==> config.mk <==
export PLATFORM = sky130hd
export DESIGN_NAME = cpu7_ifu_fcl
export DESIGN_NICKNAME = d
export VERILOG_FILES = /design/src/rtl/cpu7_ifu_pkg.sv /design/src/rtl/cpu7_ifu_fcl_cnt.sv /design/src/rtl/cpu7_ifu_fcl.sv
export SDC_FILE = /design/constraint.sdc
export NUM_CORES = 1
export LEC_CHECK = 0
export ABC_AREA = 0
export CORE_ASPECT_RATIO = 1.2
export CORE_MARGIN = 1.5
export CORE_UTILIZATION = 39
export CTS_BUF_LIST = sky130_fd_sc_hd__clkbuf_16
export DETAILED_ROUTE_END_ITERATION = 16
export GPL_TIMING_DRIVEN = 0
export PLACE_DENSITY = 0.8
export SKIP_CTS_REPAIR_TIMING = 1
export SKIP_LAST_GASP = 1
export SLEW_MARGIN = 10
export SYNTH_ARGS = -nofsm -noshare
export SYNTH_HDL_FRONTEND = slang
export SYNTH_SLANG_ARGS = --single-unit
==> constraint.sdc <==
create_clock -name i_clock -period 2.4 [get_ports i_clock]
set_input_delay 0.24 -clock i_clock [delete_from_list [all_inputs] [get_ports i_clock]]
set_output_delay 0.24 -clock i_clock [all_outputs]
set_load 0.01 [all_outputs]
==> src/rtl/cpu7_ifu_pkg.sv <==
// Shared IFU types: fetch-control states, pc_bf select indices, defaults.
// Also provides the GRLEN default width when the core build leaves it unset.
`ifndef GRLEN
`define GRLEN 32
`endif

package cpu7_ifu_pkg;

   typedef enum logic [1:0] {
      INIT  = 2'd0,
      RUN   = 2'd1,
      DRAIN = 2'd2
   } fcl_state_e;

   localparam logic [1:0] SEL_INIT  = 2'd0;
   localparam logic [1:0] SEL_OLD   = 2'd1;
   localparam logic [1:0] SEL_PCINC = 2'd2;
   localparam logic [1:0] SEL_REDIR = 2'd3;

   localparam int MAX_OUTSTANDING_DEF = 2;

   // Active-low one-hot select vector, bit order {redir, pcinc, old, init}.
   function automatic logic [3:0] sel_low(input logic [1:0] idx);
      logic [3:0] v;
      v      = 4'hf;
      v[idx] = 1'b0;
      return v;
   endfunction

endpackage

==> src/rtl/cpu7_ifu_fcl_cnt.sv <==
// Up/down counter with synchronous load; load wins over inc/dec.
// Used for the in-flight fetch count and the stale-response drop count.
module cpu7_ifu_fcl_cnt #(
   parameter int W = 2
) (
   input  logic         i_clock,
   input  logic         i_reset,
   input  logic         i_inc,
   input  logic         i_dec,
   input  logic         i_load,
   input  logic [W-1:0] i_load_val,
   output logic [W-1:0] o_cnt
);

   logic [W-1:0] r_cnt;

   always_ff @(posedge i_clock or posedge i_reset) begin
      if (i_reset) begin
         r_cnt <= '0;
      end else if (i_load) begin
         r_cnt <= i_load_val;
      end else if (i_inc && !i_dec) begin
         r_cnt <= r_cnt + W'(1);
      end else if (i_dec && !i_inc) begin
         r_cnt <= r_cnt - W'(1);
      end
   end

   assign o_cnt = r_cnt;

endmodule

==> src/rtl/cpu7_ifu_fcl.sv <==
// cpu7 IFU fetch control: pc_bf selects, fetch handshake, stale-drop drain.
// Optional perf counters enabled by defining CPU7_IFU_FCL_PERF_EN.
module cpu7_ifu_fcl
   import cpu7_ifu_pkg::*;
#(
   parameter int MAX_OUTSTANDING = MAX_OUTSTANDING_DEF,
   parameter int CNTW            = 2
) (
   input  logic              i_clock,
   input  logic              i_reset,
   output logic              o_inst_req,
   input  logic              i_inst_addr_ok,
   input  logic              i_inst_valid,
   output logic              o_inst_cancel,
   input  logic              i_br_taken,
   input  logic [31:0]       i_br_target,
   input  logic              i_exu_ifu_except,
   input  logic [`GRLEN-1:0] i_exu_ifu_eentry,
   input  logic              i_exu_ifu_stall_req,
   output logic              o_fcl_fdp_pcbf_sel_init_l,
   output logic              o_fcl_fdp_pcbf_sel_old_l,
   output logic              o_fcl_fdp_pcbf_sel_pcinc_l,
   output logic              o_fcl_fdp_pcbf_sel_redir_l,
   output logic [31:0]       o_fcl_fdp_redir_pc,
   output logic              o_fcl_fdp_dec_valid,
`ifdef CPU7_IFU_FCL_PERF_EN
   output logic [31:0]       o_fcl_perf_fetch,
   output logic [31:0]       o_fcl_perf_bubble,
`endif
   output logic [CNTW-1:0]   o_fcl_dbg_outstanding
);

   fcl_state_e      r_state;
   fcl_state_e      w_state_nxt;
   logic            r_pend;
   logic            w_pend_nxt;
   logic [31:0]     r_redir_pc;

   logic [CNTW-1:0] w_out;
   logic [CNTW-1:0] w_drop;
   logic [CNTW-1:0] w_drop_val;
   logic            w_redir;
   logic            w_vld;
   logic            w_room;
   logic            w_acc;

   logic            w_req;
   logic            w_cancel;
   logic            w_dec;
   logic [1:0]      w_sel;
   logic            w_drop_ld;
   logic            w_drop_dec;
   logic            w_redir_ld;
   logic [3:0]      w_sel_l;

   assign w_redir    = i_exu_ifu_except | i_br_taken;
   // A response with nothing in flight is a protocol error and is ignored.
   assign w_vld      = i_inst_valid & (w_out != '0);
   assign w_room     = w_out < CNTW'(MAX_OUTSTANDING);
   assign w_drop_val = w_out - CNTW'(w_vld);
   assign w_acc      = w_req & i_inst_addr_ok;

   always_comb begin
      w_state_nxt = r_state;
      w_pend_nxt  = r_pend;
      w_req       = 1'b0;
      w_cancel    = 1'b0;
      w_dec       = 1'b0;
      w_sel       = SEL_OLD;
      w_drop_ld   = 1'b0;
      w_drop_dec  = 1'b0;
      w_redir_ld  = 1'b0;
      unique case (r_state)
         INIT: begin
            w_sel       = SEL_INIT;
            w_state_nxt = RUN;
            w_pend_nxt  = 1'b0;
         end
         RUN, DRAIN: begin
            if (r_state == DRAIN) begin
               w_drop_dec = w_vld;
            end
            if (w_redir) begin
               w_cancel   = 1'b1;
               w_drop_ld  = 1'b1;
               w_redir_ld = 1'b1;
               if (w_drop_val == '0) begin
                  w_state_nxt = RUN;
                  w_pend_nxt  = 1'b1;
               end else begin
                  w_state_nxt = DRAIN;
                  w_pend_nxt  = 1'b0;
               end
            end else if (r_state == DRAIN) begin
               if (w_vld && w_drop == CNTW'(1)) begin
                  w_state_nxt = RUN;
                  w_pend_nxt  = 1'b1;
               end
            end else begin
               w_req = ~i_exu_ifu_stall_req & w_room;
               w_dec = w_vld & ~i_exu_ifu_stall_req;
               if (r_pend) begin
                  w_sel = SEL_REDIR;
                  if (w_req && i_inst_addr_ok) begin
                     w_pend_nxt = 1'b0;
                  end
               end else if (w_req && i_inst_addr_ok) begin
                  w_sel = SEL_PCINC;
               end
            end
         end
         default: begin
            w_state_nxt = INIT;
            w_pend_nxt  = 1'b0;
         end
      endcase
   end

   always_ff @(posedge i_clock or posedge i_reset) begin
      if (i_reset) begin
         r_state    <= INIT;
         r_pend     <= 1'b0;
         r_redir_pc <= '0;
      end else begin
         r_state <= w_state_nxt;
         r_pend  <= w_pend_nxt;
         if (w_redir_ld) begin
            r_redir_pc <= i_exu_ifu_except ?
                          i_exu_ifu_eentry[31:0] : i_br_target;
         end
      end
   end

   cpu7_ifu_fcl_cnt #(.W(CNTW)) u_out_cnt (
      .i_clock    (i_clock),
      .i_reset    (i_reset),
      .i_inc      (w_acc),
      .i_dec      (w_vld),
      .i_load     (1'b0),
      .i_load_val ('0),
      .o_cnt      (w_out)
   );

   cpu7_ifu_fcl_cnt #(.W(CNTW)) u_drop_cnt (
      .i_clock    (i_clock),
      .i_reset    (i_reset),
      .i_inc      (1'b0),
      .i_dec      (w_drop_dec),
      .i_load     (w_drop_ld),
      .i_load_val (w_drop_val),
      .o_cnt      (w_drop)
   );

   assign w_sel_l = sel_low(w_sel);

   assign o_inst_req                 = w_req;
   assign o_inst_cancel              = w_cancel;
   assign o_fcl_fdp_dec_valid        = w_dec;
   assign o_fcl_fdp_pcbf_sel_init_l  = w_sel_l[SEL_INIT];
   assign o_fcl_fdp_pcbf_sel_old_l   = w_sel_l[SEL_OLD];
   assign o_fcl_fdp_pcbf_sel_pcinc_l = w_sel_l[SEL_PCINC];
   assign o_fcl_fdp_pcbf_sel_redir_l = w_sel_l[SEL_REDIR];
   assign o_fcl_fdp_redir_pc         = r_redir_pc;
   assign o_fcl_dbg_outstanding      = w_out;

`ifdef CPU7_IFU_FCL_PERF_EN
   logic [31:0] r_perf_fetch;
   logic [31:0] r_perf_bubble;
   logic        w_bubble;

   assign w_bubble = (r_state == DRAIN) |
                     ((r_state == RUN) & i_exu_ifu_stall_req);

   always_ff @(posedge i_clock or posedge i_reset) begin
      if (i_reset) begin
         r_perf_fetch  <= '0;
         r_perf_bubble <= '0;
      end else begin
         if (w_dec) begin
            r_perf_fetch <= r_perf_fetch + 32'd1;
         end
         if (w_bubble) begin
            r_perf_bubble <= r_perf_bubble + 32'd1;
         end
      end
   end

   assign o_fcl_perf_fetch  = r_perf_fetch;
   assign o_fcl_perf_bubble = r_perf_bubble;
`endif

`ifndef SYNTHESIS
   always_ff @(posedge i_clock) begin
      if (!i_reset && i_inst_valid) begin
         assert (w_out != '0);
      end
   end
`endif

endmodule

==> results.cfg <==
[global_routing]
grt_pass1_wl_um = 9080
antenna_found_initial = 0
grt_pass1_vias = 2098
grt_overflow = 0
grt.total_usage = 0.190
grt_max_degree = 24

[timing]
fin_skew_ps = 3.91
worst_slack_ps = 122
tns_ps = 0
layout_min_cycle_time_ps = 2280
setup_violations = 0
tightest_slew_ps = 450
post-route-period-util = 0.949
fin_hold_ws_ps = 275
relSlewSlack = 0.700
rsz0062_at_grt = false
final_max_slew_viol_count = 0
hold_viol_final = 0
clock.fmax_ghz = 0.439

[clock_network]
root_buffer = clkbuf_16
path_clk_slew_ps = 60
clock-sinks = 39
cts-buffers-inserted = 5
clockBufferDepth = 2
clock_latency_ps = 270
cts_tree = done
h-tree-depth = 2

[worst_setup_path]
worstSetupPathType = flop to output pin
crit_path_start_kind = flop
worstPathRequired_ps = 2160
crit_arrival_ps = 2040
end_kind = output pin
r2r_setup_slack_ps = 390
cp_max_fo = 10

[synthesis]
syn_nets = 287
postSynthCellCount = 209
synthDistinctLibCells = 33
yosysWarnings = 0
ys_seq_area_frac = 0.465
synth_seq_cells = 39
synth_area_mm2 = 0.00210
syn_area_per_cell_um2 = 10.0

[finish]
areaGrowthSynthToFinish_pct = 67.5
final_cell_mix = clkdlybuf4s50_1 (106), dfrtp_1 (39), o21ai_1 (35), nand2_1 (35), mux2i_1 (32)
fillers = 455
final_net_count = 410
post-route-util = 0.673
drive_gt1_frac = 0.114
n_antenna_cell = 0
layout_commonest_cell = clkdlybuf4s50_1

[place]
gp_congestion = 0.764
numPortBuffers = 110
hpwl_um = 4050
pre_cts_ws_ps = 198

[routing]
drtPass1Iterations = 4
drc = 0
drt_iter0_drc = 93
wl_um = 5200
vias = 1946
via_per_inst = 4.94
final_antenna_net_count = 0
wl_per_cell_um = 13.2

[floorplan]
rows = 29
die-width_um = 70.0
core_mm2 = 0.00523
io_pins = 112
start_util = 0.402
die_y_um = 83.4
die-area_mm2 = 0.00583

[hold_path]
hold_path_class = input port to async pin

[pwr]
swShare = 0.360
irDropWorstVdd_uv = 506
leakage_uw = 0.00162
seqPwrFrac = 0.289
clkPwrFrac = 0.148
finalPower_uw = 4100
p_comb_frac = 0.562
netSwitchingPower_uw = 1470
power.density_mw_per_mm2 = 1170
intPower_uw = 2620

[flow_run]
maxCapViolations = 0

[outcome]
status = completed
[layer usage]
metal | wire length [um] | GRT usage | vias up
met5 | 0 | 0 | -
met2 | 2680 | 0.337 | 79
li1 | - | - | 963
met1 | 2020 | 0.214 | 892
met3 | 388 | 0.0595 | 12
met4 | 113 | 0.0664 | 0
[critical path, stage by stage (launching register included)]
cell	delay (ps)
dfrtp_1	370
inv_1	90
ha_1	310
buf_6	140
nand3b_1	150
o22ai_2	150
clkdlybuf4s50_1	550
[path summary, 6_finish.rpt]
check	depth (start not counted)	to	from
max	6	o_fcl_fdp_pcbf_sel_old_l	r_state[0]
min reg2reg	2	o_fcl_fdp_redir_pc[27]	o_fcl_fdp_redir_pc[27]
min	2	o_fcl_fdp_redir_pc[24]	i_reset
min in group i_clock	3	o_fcl_fdp_redir_pc[30]	i_exu_ifu_except
max reg2reg	10	u_out_cnt.o_cnt[1]	r_state[0]
max in group asynchronous	3	o_fcl_fdp_redir_pc[5]	i_reset
[cells in the mapped netlist]
| master | n | area share |
|---|---|---|
| o22ai_1 | 2 | 0.0060 |
| o21ai_1 | 35 | 0.083 |
| nand3_1 | 1 | 0.0024 |
| nand3_2 | 1 | 0.0048 |
| buf_6 | 5 | 0.027 |
| nand3b_1 | 1 | 0.0036 |
| nor2b_1 | 1 | 0.0030 |
| nor3_1 | 3 | 0.0071 |
| ha_1 | 7 | 0.042 |
| inv_2 | 2 | 0.0036 |
| clkbuf_1 | 1 | 0.0018 |
| nor2_1 | 5 | 0.0089 |
| dfrtp_1 | 39 | 0.46 |
| or3b_4 | 1 | 0.0054 |
| inv_1 | 8 | 0.014 |
| nand2b_1 | 1 | 0.0030 |
| nand2_2 | 1 | 0.0030 |
| nor2_8 | 1 | 0.0095 |
| and2b_1 | 1 | 0.0036 |
| a31oi_1 | 1 | 0.0030 |
| nor3b_1 | 1 | 0.0036 |
| nand2_1 | 35 | 0.063 |
| xor2_1 | 3 | 0.013 |
| buf_4 | 3 | 0.011 |
| o21a_1 | 1 | 0.0036 |
| mux2i_1 | 32 | 0.15 |
| xnor2_1 | 1 | 0.0042 |
| o21ai_0 | 1 | 0.0024 |
| o21ai_2 | 1 | 0.0042 |
| o211a_4 | 1 | 0.0083 |
| mux2_4 | 1 | 0.0071 |
| a21oi_1 | 8 | 0.019 |
| buf_2 | 4 | 0.0095 |
[metrics by stage]
stage | area, um2 | instances
final | 3520 | 394
after global placement | 3280 | 381
after global routing | 3520 | 394
after floorplan | 2100 | 209
after detailed placement | 3310 | 382
after CTS | 3440 | 389
[kinds of logic (layout without fill, tap and decap cells)]
| family | after synthesis | count (layout) | synth area share |
|---|---|---|---|
| muxes | 33 | 33 | 0.160 |
| DFF | 39 | 39 | 0.465 |
| xor gates and xnor gates | 4 | 4 | 0.0167 |
| and+or+nand+nor | 53 | 53 | 0.120 |
| adders and majority gates | 7 | 7 | 0.0417 |
| AOI/OAI and AO/OA | 50 | 50 | 0.130 |
| buffers and inverters | 23 | 146 | 0.0667 |
[flip-flops by register name, indices dropped and copies added, names as in the netlist]
| name | cells |
|---|---|
| r_state | 2 |
| u_out_cnt.o_cnt | 2 |
| u_drop_cnt.o_cnt | 2 |
| r_pend | 1 |
| o_fcl_fdp_redir_pc | 32 |
[power groups by stage]
stage                     logic [uW]  clock network (uW)  registers (uW)
after floorplan                 1050                   0            1320
after global placement          2150                   0            1180
after detailed placement        2210                   0            1200
after CTS                       2220                 625            1190
after global routing            2540                 652            1230
final                           2300                 608            1190
[final cells by class]
class | instances | area [um2] | area share
Timing Repair Buffer | 116 | 1180 | 0.335
Clock buffer | 5 | 125 | 0.0356
Clock inverter | 2 | 8.76 | 0.00249
Buffer | 13 | 113 | 0.0320
Multi-Input combinational cell | 147 | 1000 | 0.285
Tap cell | 62 | 77.6 | 0.0221
Sequential cell | 39 | 976 | 0.278
Inverter | 10 | 37.5 | 0.0107
Note: power is estimated with default switching activity, not from simulation.
